$ cat config.mk
export PLATFORM = sky130hd
export DESIGN_NAME = rom_bus_bridge
export DESIGN_NICKNAME = d
export VERILOG_FILES = /design/src/rtl/rom_bus_bridge.sv
export SDC_FILE = /design/constraint.sdc
export NUM_CORES = 1
export LEC_CHECK = 0
export CORE_MARGIN = 5
export CORE_UTILIZATION = 43
export DETAILED_ROUTE_END_ITERATION = 10
export HOLD_SLACK_MARGIN = 0.02
export PLACE_DENSITY_LB_ADDON = 0.05
export SLEW_MARGIN = 20
export SYNTH_ARGS = -nofsm -noshare
export SYNTH_HDL_FRONTEND = slang
export SYNTH_SLANG_ARGS = --single-unit
$ cat constraint.sdc
create_clock -name clk -period 2.1 [get_ports clk]
set_input_delay 0.21 -clock clk [delete_from_list [all_inputs] [get_ports clk]]
set_output_delay 0.21 -clock clk [all_outputs]
set_load 0.01 [all_outputs]
$ cat src/rtl/rom_bus_bridge.sv
// Bridge between the 65C02 request/ready bus and the synchronous boot ROM.
// Decodes the ROM window, inserts ROM latency plus wait states, and traps ROM writes.
module rom_bus_bridge #(
    parameter int          ROM_ADDR_BITS = 14,
    parameter logic [15:0] ROM_BASE      = 16'hC000,
    parameter int          WAIT_STATES   = 0
) (
    input  logic        clk,
    input  logic        resetn,
    input  logic        cpu_valid,
    input  logic [15:0] cpu_addr,
    input  logic        cpu_rw,
    output logic        cpu_rdy,
    output logic [7:0]  cpu_din,
    output logic        miss_sel,
    output logic        rom_enable,
    output logic        read,
    output logic [15:0] addra,
    input  logic [7:0]  douta,
    input  logic        viol_clr,
    output logic        wr_viol,
    output logic [7:0]  viol_cnt
);

    typedef enum logic [2:0] {
        S_IDLE,
        S_ISSUE,
        S_WAIT,
        S_CAPTURE,
        S_ACK
    } state_t;

    // Value loaded on entry to S_WAIT; unused when no wait states are configured.
    localparam logic [3:0] WAIT_LOAD = (WAIT_STATES == 0) ? 4'd0 : 4'(WAIT_STATES - 1);

    state_t      state_q, state_d;
    logic [3:0]  wait_cnt_q, wait_cnt_d;
    logic [15:0] addra_q, addra_d;
    logic [7:0]  din_q, din_d;
    logic [7:0]  cnt_q, cnt_d;
    logic        viol_q, viol_d;
    logic        hit;
    logic        wr_accept;

    assign hit       = (cpu_addr[15:ROM_ADDR_BITS] == ROM_BASE[15:ROM_ADDR_BITS]);
    assign miss_sel  = cpu_valid & ~hit;
    assign wr_accept = (state_q == S_IDLE) & cpu_valid & hit & ~cpu_rw;

    always_comb begin
        state_d    = state_q;
        wait_cnt_d = wait_cnt_q;
        addra_d    = addra_q;
        din_d      = din_q;
        case (state_q)
            S_IDLE: begin
                if (cpu_valid && hit) begin
                    if (cpu_rw) begin
                        addra_d = cpu_addr;
                        state_d = S_ISSUE;
                    end else begin
                        state_d = S_ACK;
                    end
                end
            end
            S_ISSUE: begin
                if (WAIT_STATES == 0) begin
                    state_d = S_CAPTURE;
                end else begin
                    wait_cnt_d = WAIT_LOAD;
                    state_d    = S_WAIT;
                end
            end
            S_WAIT: begin
                if (wait_cnt_q == 4'd0) begin
                    state_d = S_CAPTURE;
                end else begin
                    wait_cnt_d = wait_cnt_q - 4'd1;
                end
            end
            S_CAPTURE: begin
                din_d   = douta;
                state_d = S_ACK;
            end
            S_ACK: begin
                state_d = S_IDLE;
            end
            default: begin
                state_d = S_IDLE;
            end
        endcase
    end

    // Clear wins over a same-cycle write trap.
    always_comb begin
        viol_d = viol_q;
        cnt_d  = cnt_q;
        if (viol_clr) begin
            viol_d = 1'b0;
            cnt_d  = 8'h00;
        end else if (wr_accept) begin
            viol_d = 1'b1;
            cnt_d  = (cnt_q == 8'hFF) ? 8'hFF : cnt_q + 8'd1;
        end
    end

    always_ff @(posedge clk or negedge resetn) begin
        if (!resetn) begin
            state_q    <= S_IDLE;
            wait_cnt_q <= 4'd0;
            addra_q    <= 16'h0000;
            din_q      <= 8'h00;
            cnt_q      <= 8'h00;
            viol_q     <= 1'b0;
        end else begin
            state_q    <= state_d;
            wait_cnt_q <= wait_cnt_d;
            addra_q    <= addra_d;
            din_q      <= din_d;
            cnt_q      <= cnt_d;
            viol_q     <= viol_d;
        end
    end

    assign cpu_rdy    = (state_q == S_ACK);
    assign rom_enable = (state_q == S_ISSUE);
    assign read       = (state_q == S_ISSUE);
    assign addra      = addra_q;
    assign cpu_din    = din_q;
    assign wr_viol    = viol_q;
    assign viol_cnt   = cnt_q;

endmodule
==> flow_summary.ini, run 1 <==
[synthesis]
synth_area_leaders = dfrtp_1, mux2_2, nand2b_1
yosys_most_used_dff = dfrtp_1
ys_ff_latch = 40
netlist-cell-type-count = 38
synth_warnings = 0
synth_top_area_share_pct = 58.2
avgSynthCellArea_sq_um = 12.8
synth_area_sq_mm = 0.00172
synth_largest_area_cell = dfrtp_1
synth_nets = 165
yosysSeqAreaShare_pct = 58.2
syn-instance-count = 134
async_flop_share_pct = 100
synth_edf_count = 0

[cells_and_area]
area_growth_pct = 44.0
layout-drive-gt1-share_pct = 16.4
multiInputGateArea_sq_um = 672
fill_cells = 303
layout.cells.most_common = clkdlybuf4s50_1
diodes = 0
register_area_sq_mm = 0.00100
layout.nets = 232
final_cell_mix = clkdlybuf4s50_1, dfrtp_1, mux2_2
utilization_pct = 62.8

[routing]
wirelength_mm = 3.81
postRouteAntennaNets = 0
drt-initial-drc-count = 65
viasPerCell = 5.18
route.detailed.drc = 0
avgRoutedWirePerCell_um = 15.2
drtPass1Iterations = 6
via_count = 1300

[power]
totalPowerFinal_mw = 2.81
leakage_nw = 1.05
peakVddDrop_mv = 0.685
powerDensity_mw_per_mm2 = 1140
p_int_mw = 1.99
seqPwrFrac_pct = 42.8
p_sw_share_pct = 29.2
p_comb_share_pct = 40.5
p_switching_uw = 821
clkPwrFrac_pct = 16.7

[timing]
period_minus_slack_ns = 1.90
slew_viol_final = 0
hold_viol_final = 0
setup_viol = 0
fin_crit_sh_pct = 90.5
rsz0062_at_grt = false
fmax_ghz = 0.526
slew-limit-headroom_pct = 42.1
worst_slew_pin_slew_ns = 0.869
fin_tns_setup_ns = 0
clock_skew_ns = 0.00554

[setup_path]
crit_fanout = 9
startpoint_type = flop
cpPeakStageDelay_ns = 0.56
crit_chain = nand2b_1, nor2_1, clkdlybuf4s50_1
crit_arrival_ns = 1.69
cp-startpoint = state_q[1]
r2r-start = viol_cnt[0]
cp-end-kind = output pin
worstSetupPathType = reg -> out
reg2reg_slack_ns = 0.39
required_ns = 1.89
crit_slowest_cell = clkdlybuf4s50_1

[global_routing]
overflow = 0
antenna_found_initial = 0
grt_pass1_vias = 1315
grt.total_usage_pct = 14.9
grt_pass1_wl_mm = 6.18
grt_start_max_net_pins = 41

[clock_tree]
numCtsBuffers = 5
clkSlewWorstSetupHoldPaths_ns = 0.07
root_buffer = clkbuf_8
clockBufferDepth = 2
cts_tree = built
cts_num_sinks = 40
worst_skew_pair.late_latency_ns = 0.28
post_cts_resized = 0
htreeDepth = 2
cts_setup_buffers = 0
cts_hold_buf = 0

[run_status]
status = finished clean

[die]
die_x_um = 73.3
die_h_um = 73.3
io_pins = 66
rows = 23
dieArea_sq_mm = 0.00537
start_util_pct = 43.6
fp.coreArea_sq_mm = 0.00394

[run]
maxCapViolCount = 0

[placement]
finalWeightedCongestion = 0.722
dpl.hpwl_mm = 2.89
placement.io_buffers = 65

[hold_path]
hold_path.class = in -> async
state kept, by name, indices dropped and copies added, names as in the netlist:
name and cells:
addra 16, cpu_din 8, viol_cnt 8, wait_cnt_q 4, state_q 3, wr_viol 1
cell usage after synthesis (all sizes together), types with 2 or more instances:
library cell and number:
a211oi 3, a21oi 4, a311oi 3, a31oi 4, and2 3, and3 2
buf 5, dfrtp 40, ha 2, inv 3, mux2 22, nand2 5
nand2b 6, nand3 3, nor2 6, nor3 2, nor3b 2, nor4 2
o21ai 4
per-layer routing:
metal  GRT usage (%)  vias to the layer above  wire length (um)
met3            4.65                        5               325
met2            24.0                       46              1860
met5               0                        -                 0
met4            5.53                        0                48
met1            18.6                      635              1580
li1                -                      614                 -
per-stage QoR:
step | std cells | worst slack, ns | hold slack [ns] | instance area [sq um]
4_1_cts | 251 | 0.185 | 0.0693 | 2480
3_3_place_gp | 244 | 0.284 | 0.366 | 2400
2_1_floorplan | 134 | 0.543 | -0.0856 | 1720
6_report | 251 | 0.200 | 0.0393 | 2480
5_1_grt | 251 | 0.0802 | 0.127 | 2480
3_5_place_dp | 244 | 0.222 | 0.384 | 2400
power by group through the flow:
stage | logic [mW] | clock network (mW) | registers [mW]
floorplan | 0.449 | 0 | 1.28
global placement | 1.14 | 0 | 1.20
detailed placement | 1.16 | 0 | 1.22
CTS | 1.16 | 0.490 | 1.21
global route | 1.22 | 0.518 | 1.25
finish | 1.14 | 0.471 | 1.21
critical path: cells and delay by family, from the launching register on:
family | cells | cell delay (ns)
buf+inv | 1 | 0.56
flops | 1 | 0.47
simple gates | 2 | 0.38
worst paths after layout:
path	to	depth (start not counted)
worst min register to register	addra[14]	1
worst max-delay path	rom_enable	3
max in group asynchronous	state_q[0]	1
min in group clk	addra[14]	1
worst max register to register	viol_cnt[4]	5
worst min-delay path	wait_cnt_q[1]	1
kinds of logic after synthesis:
family | after synthesis | share of synthesized area (%)
adders and majority gates | 2 | 1.45
and+or+nand+nor | 38 | 14.2
muxes | 22 | 14.4
DFF | 40 | 58.2
xor gates and xnor gates | 2 | 1.02
buffers and inverters | 9 | 2.76
AOI/OAI and AO/OA | 21 | 8.00
final cells by class:
cell class	count	share of cell area, %
clock inverter	1	0.202
inverter	3	0.455
sequential	40	40.4
multi-input combinational	85	27.1
timing repair buffer	66	26.4
clock buffer	6	2.93
tap	50	2.53
No activity file was read; power rests on OpenSTA's default activity.
==> run 2: changes to the inputs <==
--- a/config.mk
+++ b/config.mk
@@ -6,7 +6,7 @@
 export NUM_CORES = 1
 export LEC_CHECK = 0
 export CORE_MARGIN = 5
-export CORE_UTILIZATION = 43
+export CORE_UTILIZATION = 35
 export DETAILED_ROUTE_END_ITERATION = 10
 export HOLD_SLACK_MARGIN = 0.02
 export PLACE_DENSITY_LB_ADDON = 0.05
==> constraint.sdc (replaced) <==
create_clock -name clk -period 1.8 [get_ports clk]
set_input_delay 0.18 -clock clk [delete_from_list [all_inputs] [get_ports clk]]
set_output_delay 0.18 -clock clk [all_outputs]
set_load 0.01 [all_outputs]
==> flow_summary.ini, run 2 (synthesis results as in run 1) <==
[global_routing]
grt_start_max_net_pins = 41
grt_pass1_vias = 1336
antenna_found_initial = 0
grt.total_usage_pct = 12.5
overflow = 0
grt_pass1_wl_mm = 6.22

[timing]
hold_viol_final = 0
slew-limit-headroom_pct = 66.4
timing.hold.ws_ns = 0.463
worst_slew_pin_slew_ns = 0.505
setup_viol = 0
slew_viol_final = 0
fmax_ghz = 0.621
rsz0062_at_grt = false
clock_skew_ns = 0.00694
fin_crit_sh_pct = 89.5
period_minus_slack_ns = 1.61

[cells_and_area]
layout.cells.most_common = clkdlybuf4s50_1
largest_reg_flops = 16
area_growth_pct = 48.7
fin_area_sq_mm = 0.00256
layout.nets = 236
diodes = 0
fill_cells = 427
finalNonFillerCells = 273
final_cell_mix = clkdlybuf4s50_1, dfrtp_1, mux2_2
layout-drive-gt1-share_pct = 18.0

[die]
die_h_um = 80.1
start_util_pct = 36.2
fp.coreArea_sq_mm = 0.00475
io_pins = 66
die_x_um = 80.1
dieArea_sq_mm = 0.00642
rows = 25

[routing]
route.detailed.drc = 0
via_count = 1288
drtPass1Iterations = 4
wirelength_mm = 3.88
postRouteAntennaNets = 0
avgRoutedWirePerCell_um = 14.2
viasPerCell = 4.72
drt-initial-drc-count = 46

[setup_path]
worstSetupPathType = in -> out
timing.critical_path.max_delay_family = buffers and inverters
required_ns = 1.62
r2r-start = state_q[0]
worst_path_most_repeated_cell = clkdlybuf4s50_1
reg2reg_slack_ns = 0.19
cp-end-kind = output pin
crit_chain = clkdlybuf4s50_1, a21boi_0, clkdlybuf4s50_1
worst-r2r-cell-count = 4
crit_fanout = 3
crit_arrival_ns = 1.43
cpPeakStageDelay_ns = 0.57
startpoint_type = input port
worstReg2RegEnd = viol_cnt[5]
crit_slowest_cell = clkdlybuf4s50_1
critPathBufInv = 2

[power]
leakage_nw = 1.10
powerDensity_mw_per_mm2 = 1300
totalPowerFinal_mw = 3.32
peakVddDrop_mv = 0.759

[hold_path]
holdPathStages = 1
hold_start = addra[14]
min_to = addra[14]
hold_path.class = reg -> reg

[placement]
place_area_sq_mm = 0.00246
dp_cells = 264
dpl.hpwl_mm = 2.94
finalWeightedCongestion = 0.759
placement.io_buffers = 65

[clock_tree]
clkSlewWorstSetupHoldPaths_ns = 0.07
numCtsBuffers = 5
cts_num_sinks = 40
root_buffer = clkbuf_8
clockBufferDepth = 2
htreeDepth = 2
worst_skew_pair.late_latency_ns = 0.28
cts_tree = built

[run_status]
status = finished clean

[run]
maxCapViolCount = 0
[run 2: cell types whose count changed in the layout (fill, tap and decap cells not counted)]
cell / change
dlygate4sd3_1: +1
buf_4: +2
clkdlybuf4s50_1: -3
dfrtp_1: -1
dlygate4sd2_1: +2
clkbuf_1: +1
clkinv_2: -1
dfrtp_2: +1
clkbuf_8: +1
buf_12: +1
dlymetal6s2s_1: +1
[run 2: final cells by class]
| type | count | area [sq um] | share of cell area [%] |
|---|---|---|---|
| sequential | 40 | 1000 | 39.2 |
| timing repair buffer | 70 | 698 | 27.3 |
| multi-input combinational | 85 | 672 | 26.3 |
| clock buffer | 8 | 90.1 | 3.52 |
| tap | 67 | 83.8 | 3.28 |
| inverter | 3 | 11.3 | 0.440 |
[run 2: where the power goes]
part           switching (mW)  internal [mW]
sequential              0.193           1.21
clock                   0.275          0.312
combinational           0.484          0.844
total                   0.952           2.37
[run 2: stage by stage]
step	setup TNS [ns]	setup slack (ns)	util, %
6_report	0	0.189	53.8
5_1_grt	0	0.0382	53.8
4_1_cts	0	0.0435	53.7
3_5_place_dp	-0.0193	-0.0193	51.7
3_3_place_gp	0	0.0335	51.7
2_1_floorplan	0	0.243	-
[run 2: routing by layer]
metal  share of wire [%]  wire, um  vias to the layer above  GRT usage [%]
met5                   0         0                        -              0
met4                0.39        15                        0           3.04
met1                  38      1490                      624           13.2
met3                 7.7       298                        2           5.16
li1                    -         -                      619              -
met2                  54      2080                       43           22.7
[run 2: worst max-delay path by stage]
stage | from | to | slack (ns) | depth (start not counted)
2_1_floorplan | state_q[2] | viol_cnt[5] | 0.24 | 5
6_report | cpu_valid | miss_sel | 0.19 | 3
4_1_cts | state_q[2] | cpu_rdy | 0.04 | 2
5_1_grt | state_q[0] | viol_cnt[5] | 0.04 | 4
3_3_place_gp | cpu_valid | viol_cnt[5] | 0.03 | 5
3_5_place_dp | cpu_valid | viol_cnt[5] | -0.02 | 5
[run 2: worst register-to-register path, delay by kind of cell, from the launching register on]
kind / cells / cell delay, ns
flip-flops: 1 / 0.47
AO/OA/AOI/OAI: 2 / 0.36
AND/OR/NAND/NOR: 2 / 0.68
[run 2: repair_timing]
item,CTS,global route
pin swaps,0,0
buffers inserted,0,0
hold buffers,1,0
hold endpoints to repair,40,0
gates cloned,0,0
setup endpoints to repair,2,1
resized for setup,2,2
